### src/rtl/add_serial_ctrl.sv
// add_serial_ctrl: drives one 3-bit ripple-adder slice (full_add_3b) a chunk
// per clock, least-significant chunk first, and assembles a 3*WORDS-bit sum.
// The carry out of each chunk feeds the next chunk's carry in.
// Optional build macro: SERIAL_SUB_EN adds a 'sub' input. When sub=1 the slice
// sees ~B and an initial carry of 1, so the result is A - B.
//
// state | meaning
// IDLE  | waiting for start; adder inputs held at 0
// RUN   | one chunk per clock, chunk index r_idx
// DONE  | one-cycle done pulse; a start here is accepted as in IDLE
module add_serial_ctrl #(
  parameter int WORDS = 4,
  parameter int IDX_W = 4
) (
  input  logic               clk,
  input  logic               rst_n,
  input  logic               start,
  input  logic [3*WORDS-1:0] op_a,
  input  logic [3*WORDS-1:0] op_b,
  input  logic               cin_in,
`ifdef SERIAL_SUB_EN
  input  logic               sub,
`endif
  output logic [2:0]         add_a,
  output logic [2:0]         add_b,
  output logic               add_cin,
  input  logic [2:0]         add_sum,
  input  logic               add_cout,
  output logic               busy,
  output logic               done,
  output logic [3*WORDS-1:0] result,
  output logic               carry_out
);

  localparam int W = 3 * WORDS;

  localparam logic [1:0] S_IDLE = 2'd0;
  localparam logic [1:0] S_RUN  = 2'd1;
  localparam logic [1:0] S_DONE = 2'd2;

  logic [1:0]       r_state;
  logic [IDX_W-1:0] r_idx;
  logic [W-1:0]     r_op_a;
  logic [W-1:0]     r_op_b;
  logic             r_carry;
  logic [W-1:0]     r_result;
  logic             r_carry_out;
`ifdef SERIAL_SUB_EN
  logic             r_sub;
`endif

  logic             w_accept;
  logic             w_last;
  logic             w_run;
  logic             w_init_carry;
  logic [2:0]       w_chunk_a;
  logic [2:0]       w_chunk_b;
  logic [2:0]       w_chunk_b_eff;

  assign w_accept = start && ((r_state == S_IDLE) || (r_state == S_DONE));
  assign w_last   = (r_idx == IDX_W'(WORDS - 1));
  assign w_run    = (r_state == S_RUN);

`ifdef SERIAL_SUB_EN
  // Subtraction forces the initial carry to 1 (two's complement of B).
  assign w_init_carry  = sub ? 1'b1 : cin_in;
  assign w_chunk_b_eff = r_sub ? ~w_chunk_b : w_chunk_b;
`else
  assign w_init_carry  = cin_in;
  assign w_chunk_b_eff = w_chunk_b;
`endif

  // Select the current operand chunks from the latched copies.
  always_comb begin
    w_chunk_a = 3'b000;
    w_chunk_b = 3'b000;
    for (int i = 0; i < WORDS; i++) begin
      if (r_idx == IDX_W'(i)) begin
        w_chunk_a = r_op_a[3*i +: 3];
        w_chunk_b = r_op_b[3*i +: 3];
      end
    end
  end

  assign add_a     = w_run ? w_chunk_a     : 3'b000;
  assign add_b     = w_run ? w_chunk_b_eff : 3'b000;
  assign add_cin   = w_run ? r_carry       : 1'b0;
  assign busy      = w_run;
  assign done      = (r_state == S_DONE);
  assign result    = r_result;
  assign carry_out = r_carry_out;

  // Sequencer: IDLE -> RUN for WORDS cycles -> DONE for one cycle.
  always_ff @(posedge clk or negedge rst_n) begin
    if (!rst_n) begin
      r_state <= S_IDLE;
    end else begin
      case (r_state)
        S_IDLE:  if (start) r_state <= S_RUN;
        S_RUN:   if (w_last) r_state <= S_DONE;
        S_DONE:  r_state <= start ? S_RUN : S_IDLE;
        default: r_state <= S_IDLE;
      endcase
    end
  end

  // Operand latch on accept, then per-chunk sum capture and carry chaining.
  always_ff @(posedge clk or negedge rst_n) begin
    if (!rst_n) begin
      r_idx       <= '0;
      r_op_a      <= '0;
      r_op_b      <= '0;
      r_carry     <= 1'b0;
      r_result    <= '0;
      r_carry_out <= 1'b0;
`ifdef SERIAL_SUB_EN
      r_sub       <= 1'b0;
`endif
    end else if (w_accept) begin
      r_idx       <= '0;
      r_op_a      <= op_a;
      r_op_b      <= op_b;
      r_carry     <= w_init_carry;
      r_result    <= '0;
      r_carry_out <= 1'b0;
`ifdef SERIAL_SUB_EN
      r_sub       <= sub;
`endif
    end else if (w_run) begin
      for (int i = 0; i < WORDS; i++) begin
        if (r_idx == IDX_W'(i)) r_result[3*i +: 3] <= add_sum;
      end
      r_carry <= add_cout;
      r_idx   <= r_idx + 1'b1;
      if (w_last) r_carry_out <= add_cout;
    end
  end

endmodule

### config.mk
export PLATFORM = sky130hd
export DESIGN_NAME = add_serial_ctrl
export DESIGN_NICKNAME = d
export VERILOG_FILES = /design/src/rtl/add_serial_ctrl.sv
export SDC_FILE = /design/constraint.sdc
export NUM_CORES = 1
export LEC_CHECK = 0
export ABC_AREA = 1
export CORE_MARGIN = 4
export CORE_UTILIZATION = 50
export CTS_BUF_LIST = sky130_fd_sc_hd__clkbuf_2
export DETAILED_ROUTE_END_ITERATION = 16
export PLACE_DENSITY_LB_ADDON = 0.08
export SLEW_MARGIN = 20
export SYNTH_ARGS = -nofsm -noshare
export SYNTH_HDL_FRONTEND = slang
export SYNTH_SLANG_ARGS = --single-unit
### constraint.sdc
create_clock -name clk -period 2.39 [get_ports clk]
set_input_delay 0.717 -clock clk [delete_from_list [all_inputs] [get_ports clk]]
set_output_delay 0.717 -clock clk [all_outputs]
set_load 0.005 [all_outputs]
==> impl_metrics.csv, run 1 <==
group,metric,value,unit
routing,drt_first_pass_iters,5,
sta,hold_violations,0,
sta,max_freq,380,MHz
cells_and_area,final_area,3070,µm²
synthesis,synth_top_area_share,52.3,%
clocking,cts.sinks,44,
global_route,grt_pass1_vias,1999,
cells_and_area,area_growth,46.0,%
synthesis,ys_top_cells_by_area,"dfrtp_1 52%, nand2_1 22%, nand3_1 3.8%",
pwr,vdd_ir_drop_max,683,µV
sta,drv_slew,0,
die,core_area,4030,µm²
synthesis,synthCells,266,
clocking,numCtsBuffers,5,
routing,wl_per_cell,13.1,µm
die,start_util,52.3,%
setup_path,ff2ff_path_depth,10,
sta,finalCritPeriodShare,110,%
sta,period_minus_slack,2.63,ns
clocking,clk_pin_slew,0.22,ns
clocking,cts_htree_levels,2,
setup_path,crit_type,"reg2out",
sta,fin_ws,-0.240,ns
setup_path,required,1.67,ns
place,numPortBuffers,53,
global_route,grt_pass1_wl,8910,µm
die,dieArea,5310,µm²
setup_path,arrival,1.91,ns
synthesis,synth_edf_count,0,
clocking,root_buffer,"clkbuf_2",
setup_path,reg2reg_from,"r_idx[1]",
synthesis,ys_seq_elements,44,
sta,hold-worst-slack,0.223,ns
synthesis,yosysUniqueCellTypes,24,
cells_and_area,finalNonFillerCells,406,
synthesis,ys.flop_type,"dfrtp_1",
setup_path,reg2reg_to,"result[2]",
synthesis,synth_nets,302,
place,post-place-cells,382,
sta,tns,-0.907,ns
die,die_w,72.9,µm
setup_path,crit_top_cell,"buf_6",
clocking,clockBufferDepth,2,
global_route,grt_overflow,0,
place,place_hpwl,3580,µm
setup_path,path_max_fanout,3,
worst_hold_path,hold_class,"in2async",
routing,num_vias,2029,
place,place_area,2830,µm²
run_status,violations,"setup timing",
setup_path,r2r_slack,0.77,ns
die,rows,23,
routing,viasPerCell,5.00,
setup_path,cp-startpoint,"r_idx[1]",
run_status,status,"finished, violations left",
pwr,p_per_area,1270,nW/µm²
die,die_y,72.9,µm
cells_and_area,fin_nets,391,
setup_path,cp-start-kind,"flop",
setup_path,slowest_stage,"dfrtp_1",
clocking,clock_latency,0.41,ns
pwr,leakagePower,1.60,nW
synthesis,yosysSeqAreaShare,52.3,%
synthesis,synth_area_leader_cell,"dfrtp_1",
setup_path,max_stage_delay,0.46,ns
routing,finalWirelength,5340,µm
global_route,grt_max_degree,45,
sta,slew_headroom,72.3,%
die,ios,54,
synthesis,syn_area,2110,µm²
sta,fin_skew,0.0195,ns
clocking,cts_tree,"built",
sta,worstMarginPinSlew,0.415,ns
cells_and_area,n_antenna_cell,0,
sta,rsz0062_at_grt,"true",
global_route,track_usage,21.9,%
routing,drc,0,
cells_and_area,utilization,76.3,%
global_route,antenna_found_initial,0,
setup_path,crit_path_end_kind,"output pin",
cells_and_area,layout-drive-gt1-share,21.9,%
synthesis,syn-mean-instance-area,7.92,µm²
synthesis,yosysWarnings,0,
job,maxCapViolations,0,
routing,drt.antenna.violating_nets,0,
synthesis,ys_async_sr_fraction,100,%
setup_path,path_cells,"inv_2 -> ha_4 -> inv_2 -> nor3_4 -> buf_6 -> buf_6 -> buf_6 -> nand2_2 -> nand3_2 -> nand2_1 -> nand2_1 -> buf_2",
place,gp_congestion,0.824,
sta,setup_viol,6,
routing,drtIter0Drc,217,
[through the flow]
stage	setup slack, ns	power (mW)
CTS	-0.286	3.86
floorplan	0.426	2.28
global route	-0.379	4.22
finish	-0.240	3.91
global placement	-0.0205	3.13
detailed placement	-0.119	3.19
[area by class of cell]
class                           instances  area, µm²
Fill cell                             317        955
Clock buffer                            6       30.0
Sequential cell                        44       1100
Clock inverter                          2       35.0
Inverter                               22       85.1
Tap cell                               50       62.6
Timing Repair Buffer                   90        802
Multi-Input combinational cell        192        957
[kinds of logic (layout without fill, tap and decap cells)]
kind of cell | Yosys count | after routing | synth area share [%]
AOI/OAI and AO/OA | 18 | 18 | 4.75
and+or+nand+nor | 169 | 169 | 34.3
xor gates and xnor gates | 1 | 1 | 0.416
adders and majority gates | 4 | 4 | 2.38
buffers and inverters | 30 | 120 | 5.88
DFF | 44 | 44 | 52.3
[per-layer routing]
metal	vias up	global-route usage (%)	routed length [µm]
met1	949	26.9	2230
met4	0	8.40	87
met2	63	37.3	2700
met5	-	0	0
met3	10	5.10	322
li1	1007	-	-
[worst max-delay path, delay by kind of cell (launching register included)]
kind          cells  cell delay, ns
buf+inv           6            0.55
flops             1            0.46
simple gates      5            0.38
fa+ha+maj         1            0.13
[cells in the final DEF, fill, tap and decap left out, types with 3 or more instances in the layout]
cell type	n
nand2_1	120
clkdlybuf4s50_1	44
dfrtp_1	43
buf_4	32
nor2_1	16
inv_1	16
nand3_1	15
o21ai_0	13
buf_2	7
clkbuf_2	6
inv_2	5
nand4_1	5
buf_6	4
nand2_2	3
ha_4	3
[registers in the layout, indices dropped and copies added (netlist names)]
signal     flops
r_op_b        12
r_carry        1
carry_out      1
r_op_a        12
r_idx          4
result        12
r_state        2
[synth_stat cells (2+ instances only)]
| cell type | n |
|---|---|
| buf_2 | 3 |
| clkbuf_1 | 3 |
| dfrtp_1 | 44 |
| ha_1 | 4 |
| inv_1 | 20 |
| inv_2 | 2 |
| nand2_1 | 122 |
| nand2_2 | 3 |
| nand3_1 | 16 |
| nand4_1 | 5 |
| nor2_1 | 18 |
| o21ai_0 | 13 |
| o21ai_2 | 2 |
[timing repair]
item	in CTS	in global routing
setup buffers	15	2
gates resized for setup	44	7
endpoints found under the setup margin	7	7
pin swaps	6	4
hold buffers	0	0
[how the worst max path moves through the flow]
stage | depth (start not counted) | end
4_1_cts | 12 | add_b[0]
6_report | 12 | add_b[0]
5_1_grt | 12 | add_a[1]
3_5_place_dp | 10 | add_b[0]
3_3_place_gp | 10 | add_b[2]
2_1_floorplan | 8 | add_a[0]
[power breakdown]
group | internal [mW] | switching, mW
logic | 1.08 | 1.11
clock network | 0.180 | 0.245
registers | 1.08 | 0.222
No activity file was read; power rests on OpenSTA's default activity.
==> run 2, diff against run 1 <==
==> constraint.sdc (replaced) <==
create_clock -name clk -period 2.39 [get_ports clk]
set_input_delay 0.478 -clock clk [delete_from_list [all_inputs] [get_ports clk]]
set_output_delay 0.478 -clock clk [all_outputs]
set_load 0.005 [all_outputs]
==> impl_metrics.csv, run 2 (synthesized netlist as in run 1, its figures left out) <==
group,metric,value,unit
routing,drt.antenna.violating_nets,0,
setup_path,arrival,1.85,ns
global_route,grt_pass1_vias,1767,
place,gp_congestion,0.740,
routing,viasPerCell,4.87,
routing,drc,0,
clocking,cts.sinks,44,
sta,slew_headroom,59.3,%
die,core_area,4030,µm²
setup_path,ff2ff_path_depth,9,
die,ios,54,
routing,drtIter0Drc,114,
place,dp_slack,0.118,ns
cells_and_area,fin_nets,377,
sta,drv_slew,0,
setup_path,crit_type,"reg2out",
sta,setup_viol,0,
global_route,grt_overflow,0,
routing,dr_wl_met2,2440,µm
sta,fin_ws,0.0627,ns
setup_path,r2r_slack,0.80,ns
cells_and_area,layout-drive-gt1-share,19.0,%
sta,hold_violations,0,
routing,num_vias,1910,
place,numPortBuffers,53,
setup_path,cp-start-kind,"flop",
cells_and_area,most-common-layout-cells,"118 x nand2_1, 46 x clkdlybuf4s50_1, 43 x dfrtp_1",
setup_path,path_cells,"inv_2 -> ha_4 -> buf_4 -> nor2_2 -> nand3_2 -> nand2_2 -> nand2_2 -> a21oi_2 -> buf_2",
global_route,grt_pass1_wl,8090,µm
cells_and_area,final_common_cell,"nand2_1",
setup_path,cp_top_family,"flip-flops",
sta,max_freq,430,MHz
job,maxCapViolations,0,
routing,wl_per_cell,12.7,µm
setup_path,reg2reg_from,"r_idx[0]",
clocking,cts_htree_levels,2,
routing,met3WireLength,275,µm
cells_and_area,area_growth,39.7,%
die,dieArea,5310,µm²
pwr,leakagePower,1.50,nW
global_route,antenna_found_initial,0,
pwr,vdd_ir_drop_max,589,µV
sta,period_minus_slack,2.33,ns
cells_and_area,finalNonFillerCells,392,
sta,finalCritPeriodShare,97.4,%
pwr,p_per_area,1230,nW/µm²
clocking,clockBufferDepth,2,
routing,routed.top_layer,"met4",
routing,wl_met1,2150,µm
setup_path,critPathBufInv,3,
worst_hold_path,hold_class,"in2async",
sta,fin_skew,0.0106,ns
routing,finalWirelength,4960,µm
clocking,clk_pin_slew,0.20,ns
place,place_hpwl,3380,µm
setup_path,slowest_stage,"dfrtp_1",
place,post-place-cells,373,
clocking,numCtsBuffers,5,
clocking,cts_tree,"built",
die,start_util,52.3,%
setup_path,reg2reg_to,"result[7]",
clocking,holdBufCountCts,0,
sta,worstMarginPinSlew,0.611,ns
clocking,clock_latency,0.41,ns
cells_and_area,n_antenna_cell,0,
clocking,root_buffer,"clkbuf_2",
setup_path,required,1.91,ns
setup_path,crit_path_end_kind,"output pin",
die,die_w,72.9,µm
global_route,grt_max_degree,31,
setup_path,crit_top_cell,"nand2_2",
setup_path,path_max_fanout,2,
setup_path,max_stage_delay,0.44,ns
global_route,track_usage,20.0,%
routing,drt_first_pass_iters,4,
die,rows,23,
run_status,status,"completed",
die,die_y,72.9,µm
run 2: cell count changes in the layout (fill, tap and decap cells not counted), sizes merged:
cell / delta
clkdlybuf4s50: +2
dlygate4sd2: -1
clkbuf: +1
dlymetal6s2s: -1
buf: -14
bufinv: -1
run 2: worst max-delay path by stage:
stage,from,endpoint,slack [ns],depth (start not counted)
final,r_idx[1],add_b[1],0.06,9
after global routing,r_idx[1],add_b[1],-0.06,9
after CTS,r_idx[1],add_a[0],-0.004,12
after detailed placement,r_idx[1],add_a[0],0.12,10
after global placement,r_idx[1],add_a[1],0.17,10
after floorplan,r_idx[1],add_a[0],0.67,8
run 2: layout make-up:
cell class / instances / area (µm²)
clock buffers: 7 / 35.0
fillers: 330 / 1090
multi-input cells: 192 / 961
inverters: 22 / 90.1
clock inverters: 1 / 3.75
repair buffers: 76 / 687
well taps: 50 / 62.6
flip-flops and latches: 44 / 1100
run 2: power by group:
part | switching (mW) | internal (mW) | total (mW) | leakage [nW]
sequential | 0.200 | 1.08 | 1.28 | 0.551
combinational | 1.09 | 0.949 | 2.04 | 0.922
clock | 0.224 | 0.0783 | 0.302 | 0.0306
total | 1.51 | 2.11 | 3.62 | 1.50
run 2: per-stage QoR:
stage / setup TNS [ns] / hold slack (ns) / power [mW] / utilization, % / instance area, µm²
floorplan: 0 / 0.182 / 2.28 / - / 2110
global placement: 0 / 0.455 / 3.00 / 68.1 / 2750
detailed placement: 0 / 0.459 / 3.05 / 68.1 / 2750
CTS: -0.00376 / 0.0406 / 3.50 / 71.9 / 2900
global route: -0.0715 / 0.0253 / 3.94 / 73.0 / 2940
finish: 0 / 0.0411 / 3.62 / 73.0 / 2940
run 2: what timing repair did:
action,in CTS,in global routing
buffers inserted,10,5
setup endpoints to repair,6,6
pin swaps,2,11
hold endpoints to repair,0,0
gates resized for setup,35,19
run 2: per-layer routing:
metal | vias up | track usage, %
met2 | 57 | 33.6
met1 | 864 | 24.9
li1 | 981 | -
met3 | 8 | 4.96
met5 | - | 0
met4 | 0 | 7.79
